[src/rtl/tdm_demux8_pkg.sv]
// Shared definitions for the TDM link (demultiplexer and matching transmitter).
// Holds the default frame geometry and the FSM state encodings so both ends
// of the link agree on them.
package tdm_demux8_pkg;

    // Default frame geometry: LANES slots, SEL_W = log2(LANES) bit slot index.
    localparam int TDM_LANES = 8;
    localparam int TDM_SEL_W = 3;

    // FSM state encodings, kept as plain constants so older code can share them.
    typedef logic [0:0] tdm_state_t;
    localparam tdm_state_t ST_IDLE    = 1'b0;
    localparam tdm_state_t ST_COLLECT = 1'b1;

endpackage

[src/rtl/tdm_slot_ctr.sv]
// Slot index counter for the TDM demultiplexer.
// Ports:
//   clk      rising-edge clock
//   rst      synchronous active-high reset (sel -> 0)
//   i_clear  force sel to 0 (frame completed)
//   i_load1  force sel to 1 (slot 0 was just taken)
//   i_inc    advance to the next slot, wrapping LANES-1 -> 0
//   o_sel    current slot index
//   o_last   high when o_sel == LANES-1
module tdm_slot_ctr
    import tdm_demux8_pkg::*;
#(
    parameter int LANES = TDM_LANES,
    parameter int SEL_W = TDM_SEL_W
) (
    input  logic             clk,
    input  logic             rst,
    input  logic             i_clear,
    input  logic             i_load1,
    input  logic             i_inc,
    output logic [SEL_W-1:0] o_sel,
    output logic             o_last
);

    localparam logic [SEL_W-1:0] LAST_SLOT = SEL_W'(LANES - 1);

    logic [SEL_W-1:0] r_sel;

    always_ff @(posedge clk) begin
        if (rst || i_clear) begin
            r_sel <= '0;
        end else if (i_load1) begin
            r_sel <= SEL_W'(1);
        end else if (i_inc) begin
            // Wrap is spelled out rather than relying on counter overflow,
            // so non-power-of-two experiments still behave.
            if (r_sel == LAST_SLOT) begin
                r_sel <= '0;
            end else begin
                r_sel <= r_sel + SEL_W'(1);
            end
        end
    end

    assign o_sel  = r_sel;
    assign o_last = (r_sel == LAST_SLOT);

endmodule

[src/rtl/tdm_demux8.sv]
// Time-division 1:LANES demultiplexer: rebuilds a serial stream of W-bit
// samples (slot 0 first, marked by frame_sync) into a parallel word.
// Ports:
//   clk         rising-edge clock
//   rst         synchronous active-high reset
//   din         serial sample for the current slot
//   din_valid   din is valid this cycle
//   frame_sync  marks slot 0; only looked at when din_valid=1
//   sel         current slot index
//   y           last complete frame, lane k at y[k*W +: W]
//   y_valid     one-cycle pulse: y updated
//   sync_err    one-cycle pulse: partial frame dropped by an early sync
//
// state      | meaning
// -----------+----------------------------------------------------------
// ST_IDLE    | waiting for frame_sync; unsynced samples are dropped
// ST_COLLECT | slots 1..LANES-1 being gathered into the shadow register
module tdm_demux8
    import tdm_demux8_pkg::*;
#(
    parameter int LANES = TDM_LANES,
    parameter int SEL_W = TDM_SEL_W,
    parameter int W     = 1
) (
    input  logic               clk,
    input  logic               rst,
    input  logic [W-1:0]       din,
    input  logic               din_valid,
    input  logic               frame_sync,
    output logic [SEL_W-1:0]   sel,
    output logic [LANES*W-1:0] y,
    output logic               y_valid,
    output logic               sync_err
);

    tdm_state_t               r_state;
    // Only lanes 0..LANES-2 need storing: the final lane comes straight
    // from din in the cycle the frame completes.
    logic [(LANES-1)*W-1:0]   r_shadow;
    logic [LANES*W-1:0]       r_y;
    logic                     r_y_valid;
    logic                     r_sync_err;

    logic                     w_start;
    logic                     w_sample;
    logic                     w_last;
    logic                     w_done;
    logic [SEL_W-1:0]         w_sel;
    logic [LANES*W-1:0]       w_frame;

    // A sync always restarts the frame, even on the last slot.
    assign w_start  = din_valid && frame_sync;
    assign w_sample = din_valid && !frame_sync && (r_state == ST_COLLECT);
    assign w_done   = w_sample && w_last;
    assign w_frame  = {din, r_shadow};

    tdm_slot_ctr #(
        .LANES (LANES),
        .SEL_W (SEL_W)
    ) u_slot_ctr (
        .clk     (clk),
        .rst     (rst),
        .i_clear (w_done),
        .i_load1 (w_start),
        .i_inc   (w_sample && !w_last),
        .o_sel   (w_sel),
        .o_last  (w_last)
    );

    always_ff @(posedge clk) begin
        if (rst) begin
            r_state    <= ST_IDLE;
            r_shadow   <= '0;
            r_y        <= '0;
            r_y_valid  <= 1'b0;
            r_sync_err <= 1'b0;
        end else begin
            r_y_valid  <= 1'b0;
            r_sync_err <= 1'b0;
            if (w_start) begin
                r_shadow[0 +: W] <= din;
                r_state          <= ST_COLLECT;
                // Sync while collecting means the partial frame is lost.
                if (r_state == ST_COLLECT) begin
                    r_sync_err <= 1'b1;
                end
            end else if (w_sample) begin
                for (int k = 1; k < LANES - 1; k++) begin
                    if (w_sel == SEL_W'(k)) begin
                        r_shadow[k*W +: W] <= din;
                    end
                end
                if (w_last) begin
                    r_y       <= w_frame;
                    r_y_valid <= 1'b1;
                    r_state   <= ST_IDLE;
                end
            end
        end
    end

    assign sel      = w_sel;
    assign y        = r_y;
    assign y_valid  = r_y_valid;
    assign sync_err = r_sync_err;

endmodule

[config.mk]
export PLATFORM = sky130hd
export DESIGN_NAME = tdm_demux8
export DESIGN_NICKNAME = d
export VERILOG_FILES = /design/src/rtl/tdm_demux8_pkg.sv /design/src/rtl/tdm_slot_ctr.sv /design/src/rtl/tdm_demux8.sv
export SDC_FILE = /design/constraint.sdc
export NUM_CORES = 1
export LEC_CHECK = 0
export BUFFER_PORTS_ARGS = -buffer_cell sky130_fd_sc_hd__buf_2
export CAP_MARGIN = 20
export CELL_PAD_IN_SITES_DETAIL_PLACEMENT = 1
export CELL_PAD_IN_SITES_GLOBAL_PLACEMENT = 1
export CORE_MARGIN = 2
export CORE_UTILIZATION = 41
export DETAILED_ROUTE_END_ITERATION = 8
export PLACE_DENSITY = 0.82
export SYNTH_ARGS = -nofsm -noshare
export SYNTH_HDL_FRONTEND = slang
export SYNTH_HIERARCHICAL = 1
export SYNTH_SLANG_ARGS = --single-unit
[constraint.sdc]
create_clock -name clk -period 2.05 [get_ports clk]
set_input_delay 0.5125 -clock clk [delete_from_list [all_inputs] [get_ports clk]]
set_output_delay 0.5125 -clock clk [all_outputs]
set_load 0.1 [all_outputs]
Word level (Yosys, flattened, before mapping)

Index checks and enable logic that the tools add are counted.

$add $sub $neg: 1
Reduce and logical (&&, ||, !) cells: 22
Eq/ne operators: 7
Multiplexer cells: 8
Bitwise logic cells: 2

Operators by type and width:

| cell                | count |
|---|---|
| $reduce_and 3->1    | 7 |
| $eq 3x3->1 const B  | 4 |
| $mux 1              | 7 |
| $eq 3x2->1 const B  | 2 |
| $reduce_bool 2->1   | 3 |
| $logic_and 1x1->1   | 5 |
| $reduce_or 2->1     | 2 |
| $add 3x1->3 const B | 1 |
| $eq 3x1->1 const B  | 1 |
| $mux 3              | 1 |
| $reduce_or 3->1     | 1 |
| $logic_not 1->1     | 2 |
| $not 1->1           | 2 |
| $reduce_and 2->1    | 1 |
| $logic_or 1x1->1    | 1 |

Output and inout port bits: 13
Register bits after elaboration: 21
Input port bits: 5

Logic depth before layout (Yosys ltp)

Depth in word-level cells: 6
Mapped depth: 6
Mapped depth without buffers: 6

By module

The synthesis kept the hierarchy.

By module, submodules not included:

| module       | instances | cells each | area an instance (µm²) |
|---|---|---|---|
| tdm_demux8   | 1         | 80         | 706.9 |
| tdm_slot_ctr | 1         | 13         | 148.9 |

Least setup slack after synthesis

No wires, ideal clock.

Path kind: register -> register
Start: register u_slot_ctr.r_sel[1], in the netlist u_slot_ctr/o_sel[1]
End: register u_slot_ctr.r_sel[0], in the netlist u_slot_ctr/o_sel[0]
Path buffers: 0
Slack: -126 ps
Cell stages (with the launch flop): 6
Setup time: 120 ps
Period minus slack after synthesis: 2176 ps
Arrival: 2056 ps
Cell sequence: dfxtp_1 ha_1 ha_1 nor2_1 nor3b_2 o31a_1

Longest elaborated chain between the ends: 4
Elaborated cells on any way between the ends: 9
Classes of those cells: eq/ne (1); mux (3); reduce/logical (5)

RTL lines:

| what                                        | line                                 | source |
|---|---|---|
| start, declared                             | tdm_slot_ctr.sv:27                   | `logic [SEL_W-1:0] r_sel;` |
| start signal, assigned                      | tdm_slot_ctr.sv:40                   | `r_sel <= r_sel + SEL_W'(1);` |
| $eq 3x3->1 (*)                              | tdm_slot_ctr.sv:46                   | `assign o_last = (r_sel == LAST_SLOT);` |
| via w_last                                  | tdm_demux8.sv:46                     | `logic w_last;` |
| $mux 3 or $logic_not 1->1 (tied branches)   | tdm_slot_ctr.sv:37, tdm_demux8.sv:65 |  |
| $mux 1 or $logic_and 1x1->1 (tied branches) | tdm_slot_ctr.sv:34, tdm_demux8.sv:65 |  |
| $mux 1 or $reduce_bool 2->1 (tied branches) | -                                    |  |

Mark *: on every way through the listed nets, which the timed path passes. The rest lies on a longest branch. The select of a mux whose other input is x is not followed.
A chain may end at the register's enable or synchronous reset.

Worst setup path in the final report

Start: register u_slot_ctr.r_sel[2], in the netlist u_slot_ctr/o_sel[2]
End: output port sel[2]

RTL lines:

| what          | line             | source |
|---|---|---|
| end, declared | tdm_demux8.sv:30 | `output logic [SEL_W-1:0] sel,` |

No word-level cell between the ends.

==> summary.txt <==
Run status
  • Status: finished clean

GRT
  • First-pass GRT wire length: between 2 and 3 mm
  • Vias in the first global route: 670
  • Initial antenna violation count: 0
  • Total global-route track usage: 15.7%
  • Remaining Overflow, GRT: 0
  • M1 GR Usage: 16.7%
  • GR Util met2: 28.2%
  • Largest net degree at the start of global routing: 23
  • Global-route layer with the greatest usage: met2
  • GRT met3 Usage: 3.64%

Logic synthesis
  • Sequential share of the synthesized area: approximately half
  • Post-synthesis register bit count: 21
  • Yosys top cell area share: between 40% and 50%
  • Unique masters post-synth: 23
  • Post-Syn Area: 856 µm²
  • Post-Syn Nets: 100
  • Synth top area cells: dfxtp_1 49%, nand2_1 8.8%, mux2i_1 8.2%
  • Cells after Synth: 93
  • Area leader, netlist: dfxtp_1
  • Synthesized area per cell: slightly above 9 µm²
  • Synth warnings: 6

Final layout
  • Share of layout cells above drive strength 1: 25.0%
  • Finished Layout Cells: between 100 and 150
  • Diodes inserted: 0
  • # nets final: 120
  • Area Overhead vs Synth: 16.8%
  • # fillers: 263

Floorplanning
  • FP Rows: 16
  • Die W: 49.7 µm
  • Top-Level Pins: 18
  • Core ar.: between 1500 and 2000 µm²
  • Die area: around 2500 µm²
  • Starting density of the core: 43.6%
  • Die height: 49.7 µm

Clock tree
  • Htree depth: 1
  • CTS Sinks: 21
  • Skew-Pair Late Insertion Delay: 310 ps
  • TritonCTS buffer count: 3
  • PostCTS Resize Cnt: 0
  • Worst-path clk slew: 120 ps
  • Post-CTS setup buffer count: 0
  • Clk Tree Root Cell: clkbuf_4
  • CTS max path bufs: 2
  • CTS tree: yes
  • CTS Hold Bufs: 0

Worst setup path
  • WS Path Type: flop to output port
  • Setup crit end kind: output port
  • Crit-path cells: buf_2
  • CP top delay family: buffers and inverters
  • CP max-delay cell: buf_2
  • Buf/Inv on CP: 1
  • Critical Path RT: 1540 ps
  • Largest stage delay, worst path: approximately 450 ps
  • Crit path max fanout: 8
  • Crit start category: flop
  • Critical path data arrival time: 1200 ps

Timing
  • Final setup vio count: 0
  • Setup TNS: 0 ps
  • Final setup margin: 339 ps
  • Relative slew margins: between 60% and 70%
  • RSZ-0062 raised after global routing: no
  • Period utilization: 83.5%
  • Max Freq: 0.584 GHz
  • Clock skew: around 3.1 ps
  • Count of pins over their slew limit: 0
  • Worst Max-Slew Pin Slew: around 500 ps
  • Final Hold Viols: 0
  • Minimum clock period: 1710 ps

Place
  • I/O Buffers: 17
  • RePlAce Congestion: 0.695
  • Post-placement cell count: 135
  • Worst slack, placed: 407 ps
  • Final HPWL DP: 1.28 mm

Job
  • Max-cap violations: 0

Power
  • Clk pwr share: between 30% and 40%
  • P_sw: ~0.17 mW
  • Flop pwr share: 62.7%
  • Comb pwr share: 7.1%
  • Switching Fraction: 25.1%
  • Pwr Density: 668 nW/µm²
  • Worst VDD drop: slightly above 0.3 mV
  • Internal power: 0.500 mW
  • P_leak: roughly 0.39 nW
  • Total power: between 0.6 and 0.7 mW

Detailed routing
  • Vias/cell: 5.05
  • Drt total wl: 1.70 mm
  • DRT Pass-1 Iters: 4
  • DR iter-0 viols: 6
  • Via count: 702
  • Antenna Nets Post-Route: 0
  • Routed len/inst: between 10 and 15 µm
  • DRC errors left: 0

Worst hold path
  • Worst hold path type: primary input to flop
[cell families (layout without fill, tap and decap cells)]
kind of cell | after synthesis | count (layout) | synth area share (%)
adder cells (fa/ha/maj) | 2 | 2 | 2.92
buffers and inverters | 5 | 24 | 2.48
multiplexers | 7 | 7 | 8.19
AO/OA/AOI/OAI | 13 | 13 | 8.33
AND/OR/NAND/NOR | 45 | 45 | 28.9
flip-flops | 21 | 21 | 49.1
[synth_stat cells]
library cell / count
nand4b_1: 2
o31ai_1: 1
buf_2: 2
nor4_1: 2
clkinv_1: 1
a21oi_1: 10
nor3_1: 3
nand3b_1: 1
nor2b_1: 2
nand2_1: 20
nor4b_2: 1
nand2b_1: 7
nand3_1: 1
o31a_1: 1
nor3b_1: 1
nor3b_2: 2
inv_1: 1
mux2i_1: 7
o21ai_0: 1
dfxtp_1: 21
nor2_1: 3
clkbuf_1: 1
ha_1: 2
[worst paths after layout]
path              cells after the start  slack (ps)             endpoint                 from
setup / recovery                      1         340               sel[2]  u_slot_ctr/o_sel[2]
hold / removal                        3         460                 y[7]                  din
setup reg to reg                      5         420  u_slot_ctr/o_sel[1]  u_slot_ctr/o_sel[0]
hold reg to reg                       2         460                 y[7]                 y[7]
[placed cells by master (no fill, tap or decap)]
master | Yosys | routed
o31a_1 | 1 | 1
mux2i_1 | 7 | 7
buf_2 | 2 | 17
dfxtp_1 | 21 | 18
nor4_1 | 2 | 2
nor4b_2 | 1 | 1
nand3b_1 | 1 | 1
nor3b_2 | 2 | 2
o31ai_1 | 1 | 1
clkinv_1 | 1 | 1
nor3b_1 | 1 | 1
nor2b_1 | 2 | 2
nand4b_1 | 2 | 2
nand2b_1 | 7 | 7
nand3_1 | 1 | 1
nor3_1 | 3 | 3
nand2_1 | 20 | 20
nor2_1 | 3 | 3
dfxtp_2 | 0 | 3
o21ai_0 | 1 | 1
clkinv_2 | 0 | 1
a21oi_1 | 10 | 10
inv_1 | 1 | 1
ha_1 | 2 | 2
clkbuf_4 | 0 | 3
buf_4 | 0 | 1
[per-layer routing]
metal	up-vias	share of wire [%]
met5	-	0
met3	5	2.7
met1	329	45
met4	0	2.5
li1	358	-
met2	10	50
[sequential cells by signal, summed over array words and instances, names as in the netlist]
name and count:
r_shadow 7, y 8, r_state 1, sync_err 1
y_valid 1, u_slot_ctr/o_sel 3
[worst min-delay path: cells and delay by family]
kind                   cells  cell delay (ps)
buffers and inverters      1              120
AND/OR/NAND/NOR            1               50
AO/OA/AOI/OAI              1               50
[power by group through the flow]
stage	logic [mW]	clock network [mW]	registers, mW
6_report	0.0472	0.202	0.418
2_1_floorplan	0.0206	0	0.441
4_1_cts	0.0479	0.210	0.418
5_1_grt	0.0511	0.233	0.420
3_5_place_dp	0.0476	0	0.428
3_3_place_gp	0.0467	0	0.427
[through the flow]
stage / hold WS [ps] / utilization (%) / instance area (µm²)
5_1_grt: 443 / 51.0 / 1000
3_5_place_dp: 447 / 49.6 / 972
6_report: 457 / 51.0 / 1000
3_3_place_gp: 440 / 49.6 / 972
2_1_floorplan: 427 / - / 860
4_1_cts: 451 / 51.0 / 1000
[final cells by class]
class                      instances  area, µm²  share of cell area [%]
timing repair buffer              18       92.6                    9.26
inverter                           2       7.51                   0.751
tap                               27       33.8                    3.38
clock buffer                       3       22.5                    2.25
clock inverter                     1       5.00                   0.501
multi-input combinational         67        414                    41.4
sequential                        21        424                    42.4
(Power assumes the default switching activity.)
